[src/rtl/mc_cpu_data_master.sv]
// CPU-side initiator for the memory controller data port.
// Takes one load/store at a time, holds the strobe until ack or watchdog
// expiry, then presents a response until the pipeline consumes it.
module mc_cpu_data_master #(
  parameter int unsigned ADDR_W  = 16,
  parameter int unsigned TIMEOUT = 255,
  parameter int unsigned CNT_W   = 8
) (
  input  logic              sys_clk,
  input  logic              sys_rst,
  input  logic              cmd_valid_i,
  output logic              cmd_ready_o,
  input  logic              cmd_we_i,
  input  logic [ADDR_W-1:0] cmd_addr_i,
  input  logic [15:0]       cmd_wdata_i,
  output logic              rsp_valid_o,
  input  logic              rsp_ready_i,
  output logic [15:0]       rsp_rdata_o,
  output logic              rsp_err_o,
  output logic              mem_stb_o,
  output logic              mem_we_o,
  output logic [ADDR_W-1:0] mem_addr_o,
  output logic [15:0]       mem_data_o,
  input  logic              mem_ack_i,
  input  logic [15:0]       mem_data_i,
  output logic              busy_o
);

  typedef enum logic [1:0] {StIdle, StReq, StResp} state_e;

  // Watchdog fires when the counter reaches TIMEOUT-1 with no ack, so stb
  // has been high for exactly TIMEOUT cycles.
  localparam bit              LP_WD_EN = (TIMEOUT > 0);
  localparam logic [CNT_W-1:0] LP_LAST = LP_WD_EN ? CNT_W'(TIMEOUT - 1) : '0;

  state_e              r_state;
  logic [CNT_W-1:0]    r_cnt;
  logic                r_cmd_ready;
  logic                r_busy;
  logic                r_stb;
  logic                r_we;
  logic [ADDR_W-1:0]   r_addr;
  logic [15:0]         r_wdata;
  logic                r_rsp_valid;
  logic [15:0]         r_rdata;
  logic                r_err;
  logic                w_expire;

  assign w_expire = LP_WD_EN && (r_cnt == LP_LAST);

  // Single-process FSM; every output is a register updated with the state.
  always_ff @(posedge sys_clk or negedge sys_rst) begin
    if (!sys_rst) begin
      r_state     <= StIdle;
      r_cnt       <= '0;
      r_cmd_ready <= 1'b1;
      r_busy      <= 1'b0;
      r_stb       <= 1'b0;
      r_we        <= 1'b0;
      r_addr      <= '0;
      r_wdata     <= '0;
      r_rsp_valid <= 1'b0;
      r_rdata     <= '0;
      r_err       <= 1'b0;
    end else begin
      unique case (r_state)
        StIdle: begin
          if (cmd_valid_i) begin
            r_state     <= StReq;
            r_cnt       <= '0;
            r_cmd_ready <= 1'b0;
            r_busy      <= 1'b1;
            r_stb       <= 1'b1;
            r_we        <= cmd_we_i;
            r_addr      <= cmd_addr_i;
            r_wdata     <= cmd_wdata_i;
          end
        end
        StReq: begin
          if (mem_ack_i) begin
            // Ack wins over a coincident watchdog expiry.
            r_state     <= StResp;
            r_stb       <= 1'b0;
            r_rsp_valid <= 1'b1;
            r_rdata     <= r_we ? 16'h0000 : mem_data_i;
            r_err       <= 1'b0;
          end else if (w_expire) begin
            r_state     <= StResp;
            r_stb       <= 1'b0;
            r_rsp_valid <= 1'b1;
            r_rdata     <= 16'h0000;
            r_err       <= 1'b1;
          end else begin
            r_cnt <= r_cnt + CNT_W'(1);
          end
        end
        StResp: begin
          if (rsp_ready_i) begin
            r_state     <= StIdle;
            r_rsp_valid <= 1'b0;
            r_cmd_ready <= 1'b1;
            r_busy      <= 1'b0;
          end
        end
        default: begin
          r_state     <= StIdle;
          r_cmd_ready <= 1'b1;
          r_busy      <= 1'b0;
          r_stb       <= 1'b0;
          r_rsp_valid <= 1'b0;
        end
      endcase
    end
  end

  assign cmd_ready_o = r_cmd_ready;
  assign busy_o      = r_busy;
  assign mem_stb_o   = r_stb;
  assign mem_we_o    = r_we;
  assign mem_addr_o  = r_addr;
  assign mem_data_o  = r_wdata;
  assign rsp_valid_o = r_rsp_valid;
  assign rsp_rdata_o = r_rdata;
  assign rsp_err_o   = r_err;

endmodule

[config.mk]
export PLATFORM = sky130hd
export DESIGN_NAME = mc_cpu_data_master
export DESIGN_NICKNAME = d
export VERILOG_FILES = /design/src/rtl/mc_cpu_data_master.sv
export SDC_FILE = /design/constraint.sdc
export NUM_CORES = 1
export LEC_CHECK = 0
export BUFFER_PORTS_ARGS = -buffer_cell sky130_fd_sc_hd__buf_2
export CAP_MARGIN = 40
export CORE_ASPECT_RATIO = 0.7
export CORE_UTILIZATION = 40
export CTS_CLUSTER_DIAMETER = 150
export DETAILED_ROUTE_END_ITERATION = 8
export PLACE_DENSITY_LB_ADDON = 0.05
export RECOVER_POWER = 50
export REMOVE_ABC_BUFFERS = 1
export SYNTH_ARGS = -nofsm -noshare
export SYNTH_HDL_FRONTEND = slang
export SYNTH_SLANG_ARGS = --single-unit
[constraint.sdc]
create_clock -name sys_clk -period 1.81 [get_ports sys_clk]
set_clock_uncertainty 0.05 [all_clocks]
set_input_delay 0.181 -clock sys_clk [delete_from_list [all_inputs] [get_ports sys_clk]]
set_output_delay 0.181 -clock sys_clk [all_outputs]
set_load 0.05 [all_outputs]
**After elaboration in Yosys (flattened, before gate mapping)**

Index checks and enable logic that the tools add are counted.

- Output and inout bits: 54
- Register bits after elaboration: 64
- Logic and storage cells: 58
- Input port bits: 54

- Bitwise gates (word level): 3
- Reduce and logical (&&, ||, !) cells: 10
- Equal/unequal tests: 8
- Add/sub/neg operators: 1
- Muxes and demuxes: 25

Operator list:

| operator | count |
|---|---|
| $mux 16 | 3 |
| $mux 8 | 3 |
| $pmux 8 s2 | 1 |
| $pmux 1 s3 | 4 |
| $reduce_and 3->1 | 4 |
| $mux 1 | 9 |
| $add 8x1->8 const B | 1 |
| $eq 8x8->1 const B | 1 |
| $mux 2 | 4 |
| $ne 2x2->1 const B | 4 |
| $pmux 2 s3 | 1 |
| $reduce_and 2->1 | 2 |
| $reduce_and 4->1 | 1 |
| $reduce_bool 2->1 | 2 |
| $ne 3x3->1 const B | 1 |
| $not 1->1 | 3 |
| $eq 2x1->1 const B | 1 |
| $eq 2x2->1 const B | 1 |
| $logic_not 2->1 | 1 |

**Depth between registers and ports, before layout**

- Depth after elaboration: 4
- Depth in mapped cells: 7
- Gate-level depth less buffers: 6

**Worst setup path after synthesis**

Ideal clock, no wire load.

- Path kind: reg-to-reg
- Start point: reg r_cnt[0]
- End point: reg r_rdata[10] (netlist: rsp_rdata_o[10])
- Arrival time: 1,423 ps
- Clock period less this slack: 1,594 ps
- Required time: 1,639 ps
- Stages on the path, launching flop included: 8
- Path buffers: 1
- Slack: 216 ps
- Library setup time: 121 ps
- Path through: dfrtp_1 -> inv_1 -> ha_1 -> nand3_1 -> o21bai_1 -> nand2_2 -> buf_6 -> a22o_1

- Cells in the longest elaborated chain, start to end: 3

RTL lines:

| what | RTL line | source |
|---|---|---|
| start, declared | 37 | `logic [CNT_W-1:0] r_cnt;` |
| start signal, assigned | 94 | `r_cnt <= r_cnt + CNT_W'(1);` |
| $eq 8x8->1 | 49 | `assign w_expire = LP_WD_EN && (r_cnt == LP_LAST);` |
| $reduce_bool 2->1 (no source line) | n/a |  |
| $reduce_and 2->1 (no source line) | n/a |  |
| end signal, assigned | 85 | `r_rdata <= r_we ? 16'h0000 : mem_data_i;` |
| end, declared | 45 | `logic [15:0] r_rdata;` |

Every way passes these cells.
A chain may end at the register's enable or synchronous reset.

**Final worst setup path**

- Start point: reg r_cnt[1]
- End point: reg r_rdata[14] (netlist: rsp_rdata_o[14])

Same word-level chain as after synthesis.

==> impl_metrics.tcl <==
set metrics [dict create \
    path_cells "ha_1, nand3_1, o21bai_1, nand2_4, a22o_1" \
    globalRoute.totalOverflow 0 \
    post_cts_setup_buffer_count 0 \
    cts_inserted_buffers 9 \
    path_buf_inv 0 \
    worstMarginPinSlew_ps 855 \
    yosysMostFrequentCell "sky130_fd_sc_hd__nand2_1" \
    syn-cell-area_um2 2570 \
    final_layout_size_suffix_gt1_frac 0.274 \
    finalHoldViolCount 0 \
    area_growth_pct 50.8 \
    first_pass_iters 6 \
    design.die.area_um2 6760 \
    fraction_of_the_mapped_netlist_area_in_compound_gates 0.102 \
    synth_top_cell_by_area "sky130_fd_sc_hd__dfrtp_1" \
    route.final.wire_length_mm 6.28 \
    postSynthAreaPerCell_um2 10.1 \
    worst_skew_pair.late_latency_ps 340 \
    die-height_um 69.1 \
    min_path_cells 2 \
    synthesis.instances 254 \
    final_worst_path_cycle_share 0.941 \
    nature_of_the_critical_path_startpoint "flop" \
    post-layout-total-power_mw 7.61 \
    grt_setup_unrepaired "no" \
    report.final.setup_viol 0 \
    numPortBuffers 107 \
    post-synth-top-area-fraction 0.613 \
    worstSetupEndpointType "flop" \
    globalplace.congestion 0.722 \
    outcome "finished, violations left" \
    stdcell_count 502 \
    ys_types 38 \
    netlist_top_cells_count "108 x sky130_fd_sc_hd__nand2_1, 63 x sky130_fd_sc_hd__dfrtp_1, 16 x sky130_fd_sc_hd__a22o_1" \
    grt_pass1_vias 2468 \
    synth.area.mux_share 0.00827 \
    number_of_antenna_violations_at_the_first_check_in_global_routing 0 \
    synth_ff_type "sky130_fd_sc_hd__dfrtp_1" \
    synth-edff-count 0 \
    crit_required_ps 1990 \
    dp.cells 438 \
    floorplan.initialDensity 0.414 \
    lkg_pwr_nw 2.03 \
    timing.critical_path.max_delay_family "compound AO/OA/AOI/OAI gates" \
    placeable_core_area_um2 6220 \
    layout.nets 475 \
    fill_cell_instance_count_of_the_final_layout 529 \
    routedWlPerCell_um 12.5 \
    cts_tree "done" \
    synth_warnings 0 \
    cts_root_buffer "sky130_fd_sc_hd__clkbuf_8" \
    clk_pin_slew_worst_paths_ps 70 \
    maxCapViolations 0 \
    synthAdderAreaFrac 0.00973 \
    dominant_combinational_cell_family_by_area_after_synthesis "simple AND/OR/NAND/NOR gates" \
    vdd_drop_max_mv 0.930 \
    critical-path-slowest-cell "sky130_fd_sc_hd__dfrtp_1" \
    track_usage 0.209 \
    number_of_nets_with_antenna_violations_after_detailed_routing 0 \
    synth.ff_latch_count 64 \
    yosys-top-cells-area "sky130_fd_sc_hd__dfrtp_1 61%, sky130_fd_sc_hd__nand2_1 16%, sky130_fd_sc_hd__a22o_1 5.4%" \
    grt_max_degree 65 \
    yosysSeqAreaShare 0.623 \
    setup-tns-final_ps 0 \
    xor_xnor_fraction_of_synth_area 0.00340 \
    grt_first_pass_wirelength_mm 11.0 \
    place_hpwl_mm 3.84 \
    timing.max_slew.rel_slack 0.430 \
    antenna_cells 0 \
    failing_checks "design-rule violations" \
    synth_simple_gate_area_frac 0.219 \
    route.detailed.vias_per_inst 4.62 \
    synth-async-reset-ratio 1.00 \
    maxClockFrequency_mhz 587 \
    detail_route.iter0.violations 110 \
    critical_path_peak_fanout 18 \
    pwr_per_cell_area_nw_per_um2 1960 \
    routed-via-count 2318 \
    cts.path.max_buffers 2 \
    path_depth 5 \
    critical_path_arrival_ps 1880 \
    clock-sinks 64 \
    drc 11 \
    cts.htree.levels 3 \
    dieWidth_um 97.9 \
    rows 24 \
    design.portCount 108 \
    reg2reg_depth 5 \
    final.min_clock_period_ps 1700 \
    timing.hold.worst.class "in -> reg" \
    highest_cell_delay_on_the_worst_timing_path_ps 410 \
    timing_worst_setup_path_type "reg -> reg" \
    report.final.slew_viol_count 0 \
]
## routing by layer
layer,GRT usage,share of wire
met1,0.260,0.46
met2,0.332,0.46
met3,0.0720,0.067
met4,0.0909,0.011
met5,0,0
## power by group
group	internal (mW)	switching (mW)
registers	2.06	0.380
clock network	0.634	0.577
logic	0.973	2.98
## kinds of logic after synthesis
logic type               count (synthesis)
AO/OA/AOI/OAI                           34
XOR/XNOR                                 1
adder cells (fa/ha/maj)                  2
buffers and inverters                   17
flip-flops                              64
multiplexers                             2
AND/OR/NAND/NOR                        134
## sequential cells by signal (all words and copies together), names as in the netlist, 2 cells and up
register,flops
r_cnt,8
mem_data_o,16
r_state,2
rsp_rdata_o,16
mem_addr_o,16
## timing repair
item / CTS / global route
setup endpoints to repair: 0 / 16
hold buffers: 48 / 0
resized for setup: 0 / 1
endpoints found under the hold margin: 110 / 0
## worst paths after layout
kind / start / to / slack (ps)
setup / recovery: r_cnt[1] / rsp_rdata_o[14] / 110
hold / removal: mem_data_i[1] / rsp_rdata_o[1] / 10
setup reg to reg: r_cnt[1] / rsp_rdata_o[14] / 110
hold reg to reg: mem_addr_o[7] / mem_addr_o[7] / 420
max in group asynchronous: sys_rst / rsp_rdata_o[7] / 610
min in group asynchronous: sys_rst / rsp_rdata_o[2] / 540
## through the flow
stage	utilization	setup slack [ps]	hold slack, ps	cell area (µm²)
5_1_grt	0.624	9.82	2.33	3880
3_3_place_gp	0.522	142	177	3250
6_report	0.624	107	14.4	3880
3_5_place_dp	0.522	98.3	173	3250
4_1_cts	0.631	84.1	1.24	3920
2_1_floorplan	-	-407	-165	2500
## layout make-up
type / count / area, µm² / share of cell area
Clock inverter: 7 / 72.6 / 0.0187
Timing Repair Buffer: 166 / 1080 / 0.277
Inverter: 5 / 18.8 / 0.00484
Tap cell: 78 / 97.6 / 0.0252
Clock buffer: 9 / 124 / 0.0319
Sequential cell: 64 / 1600 / 0.413
Multi-Input combinational cell: 173 / 888 / 0.229
## cells in the final DEF, fill, tap and decap left out, drive strengths merged
cell type	n
a21boi	1
o22ai	1
a2bb2oi	1
inv	5
nand3	6
nand2	109
nand4	2
o21ai	4
dfrtp	63
nor3b	1
a22o	16
o31ai	2
and2b	1
o211ai	1
mux2	1
nor2	8
buf	91
nor3	2
a21o	1
dlygate4sd3	48
clkinv	4
nor2b	2
ha	2
mux2i	1
a21oi	4
clkbuf	36
nand2b	1
o21bai	1
dfstp	1
clkinvlp	2
o22a	1
bufinv	1
or4	1
xor2	1
o32ai	1
and4	1
Power figures use the tool's default switching activity.
